==> src/rtl/hk_input_pkg.sv <==
// rtl/hk_input_pkg.sv - HID keycodes and attack FSM state type shared by the keyboard input path
package hk_input_pkg;

  localparam logic [7:0] HID_KEY_A     = 8'h04;
  localparam logic [7:0] HID_KEY_D     = 8'h07;
  localparam logic [7:0] HID_KEY_J     = 8'h0D;
  localparam logic [7:0] HID_KEY_SPACE = 8'h2C;
  localparam logic [7:0] HID_KEY_NONE  = 8'h00;

  typedef enum logic [1:0] {
    ATK_IDLE   = 2'd0,
    ATK_ACTIVE = 2'd1,
    ATK_COOL   = 2'd2
  } atk_state_t;

endpackage

==> src/rtl/frame_tick_sync.sv <==
// rtl/frame_tick_sync.sv - brings VGA_VS into the Clk domain and emits a one-Clk tick on its rising edge
module frame_tick_sync (
  input  logic Clk,
  input  logic Reset_n,
  input  logic async_in,
  output logic tick
);

  logic sync_q1, sync_q2;

  always_ff @(posedge Clk or negedge Reset_n) begin
    if (!Reset_n) begin
      sync_q1 <= 1'b0;
      sync_q2 <= 1'b0;
    end else begin
      sync_q1 <= async_in;
      sync_q2 <= sync_q1;
    end
  end

  assign tick = sync_q1 & ~sync_q2;

endmodule

==> src/rtl/keycode_action_decoder.sv <==
// rtl/keycode_action_decoder.sv - frame-aligned Player1 move/jump/attack commands from the HID keycode
// Optional build macro ATTACK_AUTOREPEAT_EN: a held attack key re-triggers attacks from IDLE.
module keycode_action_decoder
  import hk_input_pkg::*;
#(
  parameter logic [7:0] KEY_LEFT      = HID_KEY_A,
  parameter logic [7:0] KEY_RIGHT     = HID_KEY_D,
  parameter logic [7:0] KEY_JUMP      = HID_KEY_SPACE,
  parameter logic [7:0] KEY_ATTACK    = HID_KEY_J,
  parameter int         ATK_ACTIVE_FR = 6,
  parameter int         ATK_COOL_FR   = 10
) (
  input  logic       Clk,
  input  logic       Reset_n,
  input  logic       frame_clk,
  input  logic [7:0] keycode,
  output logic       move_left,
  output logic       move_right,
  output logic       facing_left,
  output logic       jump_req,
  output logic       attack_active,
  output logic       attack_start,
  output logic [1:0] atk_state
);

  localparam logic [5:0] ACT_LOAD  = 6'(ATK_ACTIVE_FR - 1);
  localparam logic [5:0] COOL_LOAD = 6'(ATK_COOL_FR - 1);

  logic tick;

  frame_tick_sync u_sync (
    .Clk      (Clk),
    .Reset_n  (Reset_n),
    .async_in (frame_clk),
    .tick     (tick)
  );

  logic [7:0] key_now_q, key_now_d;
  logic       move_left_q, move_left_d;
  logic       move_right_q, move_right_d;
  logic       facing_left_q, facing_left_d;
  logic       jump_req_q, jump_req_d;
  logic       attack_start_q, attack_start_d;
  logic       buf_q, buf_d;
  logic [5:0] cnt_q, cnt_d;
  atk_state_t state_q, state_d;
  logic       start_atk;

  // key_now_q still holds the previous frame's sample here, so it acts as key_prev for press detection
`ifdef ATTACK_AUTOREPEAT_EN
  assign start_atk = (keycode == KEY_ATTACK) | buf_q;
`else
  logic press_atk;
  assign press_atk = (keycode == KEY_ATTACK) && (key_now_q != KEY_ATTACK);
  assign start_atk = press_atk | buf_q;
`endif

  always_comb begin
    key_now_d      = key_now_q;
    move_left_d    = move_left_q;
    move_right_d   = move_right_q;
    facing_left_d  = facing_left_q;
    jump_req_d     = jump_req_q;
    attack_start_d = attack_start_q;
    buf_d          = buf_q;
    cnt_d          = cnt_q;
    state_d        = state_q;
    if (tick) begin
      key_now_d      = keycode;
      move_left_d    = (keycode == KEY_LEFT);
      move_right_d   = (keycode == KEY_RIGHT);
      if (move_left_d)       facing_left_d = 1'b1;
      else if (move_right_d) facing_left_d = 1'b0;
      jump_req_d     = (keycode == KEY_JUMP) && (key_now_q != KEY_JUMP);
      attack_start_d = 1'b0;
      case (state_q)
        ATK_IDLE: begin
          if (start_atk) begin
            state_d        = ATK_ACTIVE;
            cnt_d          = ACT_LOAD;
            attack_start_d = 1'b1;
            buf_d          = 1'b0;
          end
        end
        ATK_ACTIVE: begin
          if (cnt_q == 6'd0) begin
            if (ATK_COOL_FR == 0) begin
              state_d = ATK_IDLE;
            end else begin
              state_d = ATK_COOL;
              cnt_d   = COOL_LOAD;
            end
          end else begin
            cnt_d = cnt_q - 6'd1;
          end
`ifndef ATTACK_AUTOREPEAT_EN
          if (press_atk) buf_d = 1'b1;
`endif
        end
        ATK_COOL: begin
          if (cnt_q == 6'd0) state_d = ATK_IDLE;
          else               cnt_d   = cnt_q - 6'd1;
`ifndef ATTACK_AUTOREPEAT_EN
          if (press_atk) buf_d = 1'b1;
`endif
        end
        default: begin
          state_d = ATK_IDLE;
          cnt_d   = 6'd0;
        end
      endcase
    end
  end

  always_ff @(posedge Clk or negedge Reset_n) begin
    if (!Reset_n) begin
      key_now_q      <= 8'h00;
      move_left_q    <= 1'b0;
      move_right_q   <= 1'b0;
      facing_left_q  <= 1'b0;
      jump_req_q     <= 1'b0;
      attack_start_q <= 1'b0;
      buf_q          <= 1'b0;
      cnt_q          <= 6'd0;
      state_q        <= ATK_IDLE;
    end else begin
      key_now_q      <= key_now_d;
      move_left_q    <= move_left_d;
      move_right_q   <= move_right_d;
      facing_left_q  <= facing_left_d;
      jump_req_q     <= jump_req_d;
      attack_start_q <= attack_start_d;
      buf_q          <= buf_d;
      cnt_q          <= cnt_d;
      state_q        <= state_d;
    end
  end

  assign move_left     = move_left_q;
  assign move_right    = move_right_q;
  assign facing_left   = facing_left_q;
  assign jump_req      = jump_req_q;
  assign attack_start  = attack_start_q;
  assign attack_active = (state_q == ATK_ACTIVE);
  assign atk_state     = state_q;

endmodule
==> config.mk <==
export PLATFORM = sky130hd
export DESIGN_NAME = keycode_action_decoder
export DESIGN_NICKNAME = d
export VERILOG_FILES = /design/src/rtl/hk_input_pkg.sv /design/src/rtl/frame_tick_sync.sv /design/src/rtl/keycode_action_decoder.sv
export SDC_FILE = /design/constraint.sdc
export NUM_CORES = 1
export LEC_CHECK = 0
export CORE_MARGIN = 8
export CORE_UTILIZATION = 49
export CTS_BUF_LIST = sky130_fd_sc_hd__clkbuf_16
export DETAILED_ROUTE_END_ITERATION = 16
export DONT_BUFFER_PORTS = 1
export PLACE_DENSITY = 0.69
export SETUP_SLACK_MARGIN = 0.5
export SLEW_MARGIN = 20
export SYNTH_ARGS = -nofsm -noshare
export SYNTH_HDL_FRONTEND = slang
export SYNTH_SLANG_ARGS = --single-unit
==> constraint.sdc <==
create_clock -name Clk -period 1.6 [get_ports Clk]
set_input_delay 0.16 -clock Clk [delete_from_list [all_inputs] [get_ports Clk]]
set_output_delay 0.16 -clock Clk [all_outputs]
set_load 0.02 [all_outputs]
==> out/metrics.cfg <==
[sta]
maxSlewHeadroom=0.638
hold_violations=0
skew_ns=0.00220
post-route-min-period_ns=1.62
rsz0062_at_grt=true
slew_violations=0
fmax_mhz=619
timing.final.crit_share=1.01
worst_pin_slew_ns=0.543
setup_viol_count_final=1
finalWorstSetupSlack_ns=-0.0163

[cells_and_area]
finish.instance_area_mm2=0.00182
nNetsFinal=181
instances_no_fill=194
diodes=0
area_delta_synth_final_pct=44.5
drive_gt1_frac=0.390
final_util=0.741
fillers=161

[critical_path]
crit_required_ns=1.75
cp.buffers_inverters=2
crit_start=cnt_q[1]$_DFFE_PN0P_
arrival_ns=1.77
startpoint_type=register
critical_path_class=reg2reg
crit_slowest_cell=dfrtp_1
crit_path_max_fanout=4
crit_family=compound AO/OA/AOI/OAI gates
critPathCaptureType=register
r2r-start=cnt_q[1]$_DFFE_PN0P_
critPathMaxStageDelay_ns=0.38
crit_chain=inv_1 -> ha_1 -> and3_2 -> buf_4 -> a21oi_1 -> nor2_1 -> o22a_1

[power_and_ir_drop]
max-vdd-ir-drop_uv=730
report.power.total_mw=2.15
cellPowerDensity_mw_per_mm2=1180
intPower_mw=1.48
switching_share=0.312
combPwrFrac=0.298
p_seq_frac=0.361
p_sw_mw=0.669
leakage_nw=0.808
clkPwrFrac=0.341

[drt]
first_iter_violations=91
routed_wirelength_mm=3.47
vias=1140
drc_errors=0
detail_route.wl_per_cell_um=17.9
drtPass1Iterations=4
post_drt_via_cell_ratio=5.88
antenna_left=0

[min_path]
hp-class=in2reg
min_from=keycode[1]

[synth]
syn_area_per_cell_um2=9.32
synth.area.top_cells=dfrtp_1 (48%), nand2_1 (9.5%), ha_1 (5.0%), nor2_1 (3.9%), o21ai_0 (3.6%)
postSynthNetCount=151
synthDistinctLibCells=37
synth_area_leader_cell=dfrtp_1
ys_ff_latch=24
synth_top_area_frac=0.477
synth_ff_type=dfrtp_1
yosys_warnings=0
synthArstFlopShare=1.00
synth_edf_count=0
synth_cells=135
netlist_area_mm2=0.00126
synth-seq-area-share=0.477

[cts]
clk_pin_slew_ns=0.07
cts_tree=built
cts_max_level=1
cts_sinks=24
cts_buffers=3
clock_latency_ns=0.26
clock_path_buffers=2
cts-root-buf=clkbuf_16

[place]
numPlacedInstances=179
gp_congestion=0.859
place_area_mm2=0.00146
dpl.hpwl_mm=2.16
port_buffers=0

[die]
core_mm2=0.00245
initial_utilization=0.513
num_rows=18
die_area_mm2=0.00445
die-width_um=66.7
fp.dieH_um=66.7
io_pins=19

[global_route]
overflow=0
grt_max_degree=25
antenna_found_initial=0
grtUsageTotal=0.164
grt_pass1_wl_mm=5.58
first_global_vias=1219

[job]
cap_viol_max_count=0

[run_status]
violations=setup timing
status=finished, violations left

## logic make-up (layout without fill, tap and decap cells)
group           count (synthesis)  in the layout  share of synthesized area
simple gates                   65             65                      0.252
mux                             1              1                    0.00895
buf+inv                        10             39                     0.0298
flops                          24             24                      0.477
fa+ha+maj                       5              5                     0.0497
compound gates                 30             30                      0.182
## layout by cell type (no fill, tap or decap), drive strengths merged, types with 2 or more instances in the layout
cell          n
nand2        32
dfrtp        24
buf          24
nor2         14
o21ai        11
inv           7
ha            5
clkbuf        4
nor3          4
a211oi        4
a21oi         3
dlygate4sd3   3
nand3         2
o211ai        2
o22a          2
nand2b        2
and3          2
nor4b         2
o31ai         2
## stage by stage
| step | hold WS [ns] | worst slack [ns] | setup TNS [ns] |
|---|---|---|---|
| floorplan | -0.136 | 0.0111 | 0 |
| global placement | -0.135 | 0.00569 | 0 |
| detailed placement | -0.135 | -0.0187 | -0.0366 |
| CTS | 0.00860 | -0.000561 | -0.000561 |
| global route | 0.00755 | -0.0698 | -0.173 |
| finish | 0.00438 | -0.0163 | -0.0163 |
## worst paths after layout
kind	cells after the start	to	slack, ns
min in group asynchronous	2	move_left$_DFFE_PN0P_	0.41
hold reg to reg	2	key_now_q[3]$_DFFE_PN0P_	0.47
setup reg to reg	7	cnt_q[3]$_DFFE_PN0P_	-0.02
hold / removal	2	key_now_q[1]$_DFFE_PN0P_	0.004
setup / recovery	7	cnt_q[3]$_DFFE_PN0P_	-0.02
max in group asynchronous	2	atk_state[0]$_DFFE_PN0P_	0.80
## metal layers
layer  share of wire  track usage  vias to the layer above  wire length (um)
met5               0            0                        -                 0
met4           0.023       0.0933                        0                79
met3           0.057       0.0419                        7               199
met2            0.53        0.283                       30              1840
met1            0.39        0.177                      570              1350
li1                -            -                      533                 -
## what timing repair did
item	in CTS	in global routing
endpoints found under the setup margin	15	21
hold buffers	3	1
gates resized for setup	25	17
setup buffers	3	3
endpoints found under the hold margin	26	24
pin swaps	18	10
cloned	0	1
## state kept, by name, summed over array words and instances (netlist names)
signal / count
jump_req: 1
u_sync.sync_q1: 1
facing_left: 1
buf_q: 1
move_left: 1
key_now_q: 8
attack_start: 1
u_sync.sync_q2: 1
cnt_q: 6
atk_state: 2
move_right: 1
## power by group through the flow
stage	registers (mW)	clock network (mW)	logic, mW
2_1_floorplan	0.771	0	0.329
3_3_place_gp	0.774	0	0.462
6_report	0.776	0.732	0.639
3_5_place_dp	0.776	0	0.477
4_1_cts	0.777	0.734	0.545
5_1_grt	0.786	0.757	0.700
## synthesized netlist by cell type, types with 2 or more instances
cell type and instances:
nand2_1 32, dfrtp_1 24, nor2_1 13, o21ai_0 9
inv_1 7, ha_1 5, nor3_1 4, a211oi_1 3
a21oi_1 3, clkbuf_1 3, and3_1 2, nand2b_1 2
nand3_1 2, o211ai_1 2, o22a_1 2
## worst reg2reg max path: stages (launching register included)
cell,delay (ns)
dfrtp_1,0.38
inv_1,0.06
ha_1,0.23
and3_2,0.22
buf_4,0.15
a21oi_1,0.18
nor2_1,0.07
o22a_1,0.21
## cell type report
class | count | area, um2 | share of cell area
clock inverter | 1 | 30.0 | 0.0165
clock buffer | 3 | 75.1 | 0.0413
sequential | 24 | 603 | 0.331
timing repair buffer | 28 | 274 | 0.151
multi-input combinational | 101 | 773 | 0.425
inverter | 7 | 26.3 | 0.0144
tap | 30 | 37.5 | 0.0206
Power figures use the tool's default switching activity.
